`src/rtl/simd_ctrl_pkg.sv`:
```
// Shared types and branch encodings for the SIMD execute-stage controller.
package simd_ctrl_pkg;

    typedef enum logic [1:0] {
        IDLE = 2'd0,
        RUN  = 2'd1,
        DONE = 2'd2
    } seq_state_t;

    localparam logic [2:0] BR_NZ = 3'b100;
    localparam logic [2:0] BR_Z  = 3'b010;
    localparam logic [2:0] BR_N  = 3'b001;

    // Any code other than the three one-hot patterns resolves to not-taken.
    function automatic logic branch_taken(input logic [2:0] br, input logic n, input logic z);
        logic taken;
        taken = 1'b0;
        case (br)
            BR_NZ:   taken = ~z;
            BR_Z:    taken = z;
            BR_N:    taken = n;
            default: taken = 1'b0;
        endcase
        return taken;
    endfunction

endpackage

```
`src/rtl/exec_sequencer_if.sv`:
```
// Decode request, lane-array and flag/branch signals of the execute sequencer.
interface exec_sequencer_if #(
    parameter int laneCount = 2,
    parameter int idxW      = 2
);
    logic                 reqValid;
    logic                 reqReady;
    logic [2:0]           reqOp;
    logic [2:0]           reqBranch;
    logic                 reqSetFlags;
    logic [2:0]           aluOp;
    logic [idxW-1:0]      chunkIdx;
    logic                 chunkValid;
    logic [laneCount-1:0] laneNeg;
    logic [laneCount-1:0] laneZero;
    logic                 done;
    logic                 pcWrEnOut;
    logic                 flagN;
    logic                 flagZ;
    logic                 busy;

    modport master (
        output reqValid, reqOp, reqBranch, reqSetFlags, laneNeg, laneZero,
        input  reqReady, aluOp, chunkIdx, chunkValid, done, pcWrEnOut, flagN, flagZ, busy
    );

    modport slave (
        input  reqValid, reqOp, reqBranch, reqSetFlags, laneNeg, laneZero,
        output reqReady, aluOp, chunkIdx, chunkValid, done, pcWrEnOut, flagN, flagZ, busy
    );
endinterface

```
`src/rtl/nz_flag_accum.sv`:
```
// Accumulates per-lane N/Z across chunks and holds the architectural N/Z flags.
// Latency: flags load on the final-chunk edge, including that chunk's lanes.
// Backpressure: none; enables come from the sequencer FSM.
module nz_flag_accum #(
    parameter int laneCount = 2
) (
    input  logic                 clk,
    input  logic                 rst,
    input  logic                 clr_i,
    input  logic                 acc_en_i,
    input  logic                 load_i,
    input  logic [laneCount-1:0] lane_neg_i,
    input  logic [laneCount-1:0] lane_zero_i,
    output logic                 flag_n_o,
    output logic                 flag_z_o
);
    logic neg_acc_q, neg_acc_d, zero_acc_q, zero_acc_d;
    logic flag_n_q, flag_n_d, flag_z_q, flag_z_d;
    logic neg_nxt, zero_nxt;

    assign neg_nxt  = neg_acc_q | (|lane_neg_i);
    assign zero_nxt = zero_acc_q & (&lane_zero_i);

    always_comb begin
        neg_acc_d  = neg_acc_q;
        zero_acc_d = zero_acc_q;
        flag_n_d   = flag_n_q;
        flag_z_d   = flag_z_q;
        if (clr_i) begin
            neg_acc_d  = 1'b0;
            zero_acc_d = 1'b1;
        end else if (acc_en_i) begin
            neg_acc_d  = neg_nxt;
            zero_acc_d = zero_nxt;
        end
        if (load_i) begin
            flag_n_d = neg_nxt;
            flag_z_d = zero_nxt;
        end
    end

    always_ff @(posedge clk or negedge rst) begin
        if (!rst) begin
            neg_acc_q  <= 1'b0;
            zero_acc_q <= 1'b1;
            flag_n_q   <= 1'b0;
            flag_z_q   <= 1'b0;
        end else begin
            neg_acc_q  <= neg_acc_d;
            zero_acc_q <= zero_acc_d;
            flag_n_q   <= flag_n_d;
            flag_z_q   <= flag_z_d;
        end
    end

    assign flag_n_o = flag_n_q;
    assign flag_z_o = flag_z_q;
endmodule

```
`src/rtl/exec_sequencer.sv`:
```
// Sequences one vector op through laneCount ALU lanes, chunk by chunk, then resolves the branch.
// Latency: chunk k on lanes at t0+1+k, done at t0+1+numChunks after accept edge t0.
// Backpressure: reqReady low during RUN; a request waiting in DONE is taken back-to-back.
module exec_sequencer
    import simd_ctrl_pkg::*;
#(
    parameter int regSize   = 16,
    parameter int vecSize   = 8,
    parameter int laneCount = 2
) (
    input  logic clk,
    input  logic rst,
    exec_sequencer_if.slave bus
);
    localparam int numChunks = vecSize / laneCount;
    localparam int idxW      = (numChunks > 1) ? $clog2(numChunks) : 1;

    localparam logic [1:0] S_IDLE = IDLE;
    localparam logic [1:0] S_RUN  = RUN;
    localparam logic [1:0] S_DONE = DONE;

    if (regSize < 1 || (vecSize % laneCount) != 0) begin : g_param_check
        $error("exec_sequencer: vecSize must be a multiple of laneCount");
    end

    logic [1:0]      state_q, state_d;
    logic [idxW-1:0] chunk_q, chunk_d;
    logic [2:0]      op_q, op_d, br_q, br_d;
    logic            setf_q, setf_d;
    logic            accept, in_run, in_done, last_chunk;

    assign in_run     = (state_q == S_RUN);
    assign in_done    = (state_q == S_DONE);
    assign last_chunk = (chunk_q == idxW'(numChunks - 1));
    assign accept     = bus.reqValid & bus.reqReady;

    // Accept is only possible from IDLE/DONE, so it safely overrides the state decode.
    always_comb begin
        state_d = state_q;
        chunk_d = chunk_q;
        op_d    = op_q;
        br_d    = br_q;
        setf_d  = setf_q;
        case (state_q)
            S_RUN: begin
                if (last_chunk) state_d = S_DONE;
                else            chunk_d = chunk_q + idxW'(1);
            end
            default: state_d = S_IDLE;
        endcase
        if (accept) begin
            state_d = S_RUN;
            chunk_d = '0;
            op_d    = bus.reqOp;
            br_d    = bus.reqBranch;
            setf_d  = bus.reqSetFlags;
        end
    end

    always_ff @(posedge clk or negedge rst) begin
        if (!rst) begin
            state_q <= S_IDLE;
            chunk_q <= '0;
            op_q    <= 3'b000;
            br_q    <= 3'b000;
            setf_q  <= 1'b0;
        end else begin
            state_q <= state_d;
            chunk_q <= chunk_d;
            op_q    <= op_d;
            br_q    <= br_d;
            setf_q  <= setf_d;
        end
    end

    nz_flag_accum #(.laneCount(laneCount)) u_flags (
        .clk         (clk),
        .rst         (rst),
        .clr_i       (accept),
        .acc_en_i    (in_run),
        .load_i      (in_run & last_chunk & setf_q),
        .lane_neg_i  (bus.laneNeg),
        .lane_zero_i (bus.laneZero),
        .flag_n_o    (bus.flagN),
        .flag_z_o    (bus.flagZ)
    );

    assign bus.reqReady   = (state_q == S_IDLE) | in_done;
    assign bus.aluOp      = op_q;
    assign bus.chunkIdx   = chunk_q;
    assign bus.chunkValid = in_run;
    assign bus.done       = in_done;
    assign bus.busy       = in_run | in_done;
    assign bus.pcWrEnOut  = in_done & branch_taken(br_q, bus.flagN, bus.flagZ);
endmodule

```
`src/flat_wrapper.sv`:
```
// flat-port wrapper written by rule: the top's interface ports become plain ports
module exec_sequencer_flat import simd_ctrl_pkg::*;
#(
    parameter int regSize   = 16,
    parameter int vecSize   = 8,
    parameter int laneCount = 2
)
  (clk, rst, bus_reqValid, bus_reqOp, bus_reqBranch, bus_reqSetFlags, bus_laneNeg, bus_laneZero, bus_reqReady, bus_aluOp, bus_chunkIdx, bus_chunkValid, bus_done, bus_pcWrEnOut, bus_flagN, bus_flagZ, bus_busy);
  exec_sequencer_if #(.laneCount(laneCount), .idxW(2)) bus_i ();
  input  logic clk;
  input  logic rst;
  input wire logic [$bits(bus_i.reqValid)-1:0] bus_reqValid;
  input wire logic [$bits(bus_i.reqOp)-1:0] bus_reqOp;
  input wire logic [$bits(bus_i.reqBranch)-1:0] bus_reqBranch;
  input wire logic [$bits(bus_i.reqSetFlags)-1:0] bus_reqSetFlags;
  input wire logic [$bits(bus_i.laneNeg)-1:0] bus_laneNeg;
  input wire logic [$bits(bus_i.laneZero)-1:0] bus_laneZero;
  output wire logic [$bits(bus_i.reqReady)-1:0] bus_reqReady;
  output wire logic [$bits(bus_i.aluOp)-1:0] bus_aluOp;
  output wire logic [$bits(bus_i.chunkIdx)-1:0] bus_chunkIdx;
  output wire logic [$bits(bus_i.chunkValid)-1:0] bus_chunkValid;
  output wire logic [$bits(bus_i.done)-1:0] bus_done;
  output wire logic [$bits(bus_i.pcWrEnOut)-1:0] bus_pcWrEnOut;
  output wire logic [$bits(bus_i.flagN)-1:0] bus_flagN;
  output wire logic [$bits(bus_i.flagZ)-1:0] bus_flagZ;
  output wire logic [$bits(bus_i.busy)-1:0] bus_busy;
  assign bus_i.reqValid = bus_reqValid;
  assign bus_i.reqOp = bus_reqOp;
  assign bus_i.reqBranch = bus_reqBranch;
  assign bus_i.reqSetFlags = bus_reqSetFlags;
  assign bus_i.laneNeg = bus_laneNeg;
  assign bus_i.laneZero = bus_laneZero;
  assign bus_reqReady = bus_i.reqReady;
  assign bus_aluOp = bus_i.aluOp;
  assign bus_chunkIdx = bus_i.chunkIdx;
  assign bus_chunkValid = bus_i.chunkValid;
  assign bus_done = bus_i.done;
  assign bus_pcWrEnOut = bus_i.pcWrEnOut;
  assign bus_flagN = bus_i.flagN;
  assign bus_flagZ = bus_i.flagZ;
  assign bus_busy = bus_i.busy;
  exec_sequencer #(.regSize(regSize), .vecSize(vecSize), .laneCount(laneCount)) u_core (.clk(clk), .rst(rst), .bus(bus_i));
endmodule
```
`config.mk`:
```
export PLATFORM = sky130hd
export DESIGN_NAME = exec_sequencer_flat
export DESIGN_NICKNAME = d
export VERILOG_FILES = /design/src/rtl/simd_ctrl_pkg.sv /design/src/rtl/exec_sequencer_if.sv /design/src/rtl/nz_flag_accum.sv /design/src/rtl/exec_sequencer.sv /design/src/flat_wrapper.sv
export SDC_FILE = /design/constraint.sdc
export NUM_CORES = 1
export LEC_CHECK = 0
export CAP_MARGIN = 20
export CORE_ASPECT_RATIO = 1.2
export CORE_UTILIZATION = 45
export CTS_CLUSTER_SIZE = 12
export DETAILED_ROUTE_END_ITERATION = 12
export HOLD_SLACK_MARGIN = 0.1
export PLACE_DENSITY_LB_ADDON = 0.05
export SYNTH_ARGS = -nofsm -noshare
export SYNTH_HDL_FRONTEND = slang
export SYNTH_SLANG_ARGS = --single-unit
```
`constraint.sdc`:
```
create_clock -name clk -period 2.7 [get_ports clk]
set_input_delay 0.54 -clock clk [delete_from_list [all_inputs] [get_ports clk]]
set_output_delay 0.54 -clock clk [all_outputs]
set_load 0.005 [all_outputs]
```
==> metrics.txt, run 1 <==
min-delay worst type reg -> reg; Pwr Total 1.06 mW; Fmax achieved 0.432 GHz; top_reg_cell synth dfrtp_1; pre-CTS WS 0.711 ns; Max Slew Vio Count 0; Vias 545; P_leak 0.443 nW; worst-case clock buffer depth 2; Routed WL ~1300 µm; Slowest-stage cell, CP clkdlybuf4s50_1; worst-margin pin slew 0.641 ns; final core occ 69.1%; Final ANT Viol Nets 0; pwr dens 1050 nW/µm²; post-DR wirelength/cell 12.0 µm; most frequent cells after synthesis dfrtp_1, mux2_2, nand2_1; vias in the first global route 524; DRC viols 0; core region area 1460 µm²; crit start category flip-flop; synthesized instance count 60; Hold Vio Cnt, Final 0; GRT Util Overall 17.7%; Syn-to-layout area delta 41.8%; first-pass GRT wire length 2060 µm; critical path cell sequence inv_1 > ha_1 > a21boi_0 > clkdlybuf4s50_1; slowest stage delay, CP 0.52 ns; Synth area leaders dfrtp_1, mux2_2, ha_1; initial antenna violation count 0; Antenna Cells 0; Peak VDD IR 0.578 mV; nets@finish 109; HPWL reported at the end of detailed placement 937 µm; Layout Skew 0.0121 ns; Rel. slew slack 57.1%; Post-CTS Repair Setup Buffers 0; Port Buf Inserts 25; Finish-stage setup viols 0; Initial Util between 40 and 50%; slack of the critical path 0.387 ns; crit path capture type primary output; Worst Path Buf+Inv 2; Reg clk slew, reported paths about 0.09 ns; net count after synthesis 79; post-synth top area share 49.1%; Min Clock Period, post-route 2.31 ns; number of max-cap violations 0; yosys warns 0; post-CTS sizing 0; clock sinks 15; # IOs 26; Synth Area per Inst 11.9 µm²; final hold slack 0.511 ns; WS Path Type reg -> out; register area share after synthesis about 53%; CP required 2.16 ns; WP data arrival between 1.5 and 2 ns; root buf cell clkbuf_4; Skew-Pair Late Insertion Delay 0.28 ns; Yosys cell types 23; chip height 45.6 µm; CP max FO 4; die footprint 1750 µm²; Post-synth EDFFs 0; Synth async-reset ratio 100%; Tcrit/Tclk final 85.7%; largest net degree at the start of global routing 16; top-count cell post-synth dfrtp_1; post-route setup TNS 0 ns; CTS buffer count 3; unrepaired setup endpoints after global routing false; row count 15; via/cell ratio approximately 5.1; 1st-pass router iterations 4; TritonCTS clock tree yes; GRT Residual Overflow 0; DRT iter0 DRCs 7; run status complete, no violations; layout cell share with drive strength beyond 1 15.7%; synthesis-stage register bit count 15; largest area contributor in the netlist dfrtp_1; family with the most delay on the worst path buffers and inverters; Mapped Area slightly above 700 µm²; number of H-tree levels 1; Die Wd 38.3 µm; Routability Congestion about 0.7; number of hold buffers added after cts 0
==> metal layers <==
| metal | part of all wire [%] | up-vias | wire length (µm) | GRT usage (%) |
|---|---|---|---|---|
| met2 | 51 | 14 | 655 | 29.5 |
| met4 | 1.1 | 0 | 14 | 10.3 |
| met1 | 43 | 263 | 546 | 20.1 |
| met3 | 4.6 | 2 | 59 | 4.41 |
| li1 | - | 266 | - | - |
| met5 | 0 | - | 0 | 0 |
==> final timing paths <==
path,start,end,depth (start not counted),slack [ns]
max,u_core.state_q[0],bus_pcWrEnOut,4,0.39
min,u_core.bus.aluOp[1],u_core.bus.aluOp[1],1,0.51
max reg2reg,u_core.state_q[0],u_core.state_q[1],5,1.11
min reg2reg,u_core.bus.aluOp[1],u_core.bus.aluOp[1],1,0.51
max in group asynchronous,rst,u_core.bus.aluOp[2],1,1.63
min in group asynchronous,rst,u_core.u_flags.flag_n_o,1,0.64
==> metrics by stage <==
| stage | cells | cell area, µm² |
|---|---|---|
| 6_report | 106 | 1010 |
| 5_1_grt | 106 | 1010 |
| 4_1_cts | 106 | 1010 |
| 3_5_place_dp | 102 | 985 |
| 3_3_place_gp | 102 | 985 |
| 2_1_floorplan | 60 | 713 |
==> power breakdown <==
part / switching [mW] / total (mW) / internal, mW / leakage [nW]
Combinational: 0.190 / 0.513 / 0.323 / 0.251
Sequential: 0.0821 / 0.420 / 0.338 / 0.177
Clock: 0.0671 / 0.124 / 0.0573 / 0.0150
==> registers in the layout, summed over array words and instances, names as in the netlist <==
register	count
u_core.u_flags.zero_acc_q	1
u_core.u_flags.flag_n_o	1
u_core.state_q	2
u_core.br_q	3
u_core.u_flags.flag_z_o	1
u_core.bus.aluOp	3
u_core.setf_q	1
u_core.bus.chunkIdx	2
u_core.u_flags.neg_acc_q	1
==> cells by family after synthesis <==
logic type | count (synthesis) | synth area share, %
AND/OR/NAND/NOR | 19 | 13.0
flip-flops | 15 | 52.8
multiplexers | 9 | 14.6
AO/OA/AOI/OAI | 8 | 8.07
adder cells (fa/ha/maj) | 5 | 8.77
buffers and inverters | 3 | 1.58
XOR/XNOR | 1 | 1.23
==> layout make-up <==
class                           instances  area, µm²
Timing Repair Buffer                   25        250
Fill cell                             118        453
Inverter                                3       11.3
Multi-Input combinational cell         42        325
Sequential cell                        15        377
Clock buffer                            4       26.3
Tap cell                               17       21.3
==> cell usage in the layout, fill, tap and decap left out, types with 3 or more instances in the layout <==
cell type        count
nand3_1              3
inv_1                3
nor2_1               4
mux2_2               7
ha_1                 5
o21ai_0              3
dfrtp_1             14
clkdlybuf4s50_1     25
nand2_1              6
clkbuf_4             3
No activity file was read; power rests on OpenSTA's default activity.
==> inputs of run 2 (changes only) <==
--- a/config.mk
+++ b/config.mk
@@ -12,6 +12,7 @@
 export DETAILED_ROUTE_END_ITERATION = 12
 export HOLD_SLACK_MARGIN = 0.1
 export PLACE_DENSITY_LB_ADDON = 0.05
+export SKIP_LAST_GASP = 1
 export SYNTH_ARGS = -nofsm -noshare
 export SYNTH_HDL_FRONTEND = slang
 export SYNTH_SLANG_ARGS = --single-unit
==> results of run 2 <==
No change in the layout: final DEF, timing and power equal those of run 1.
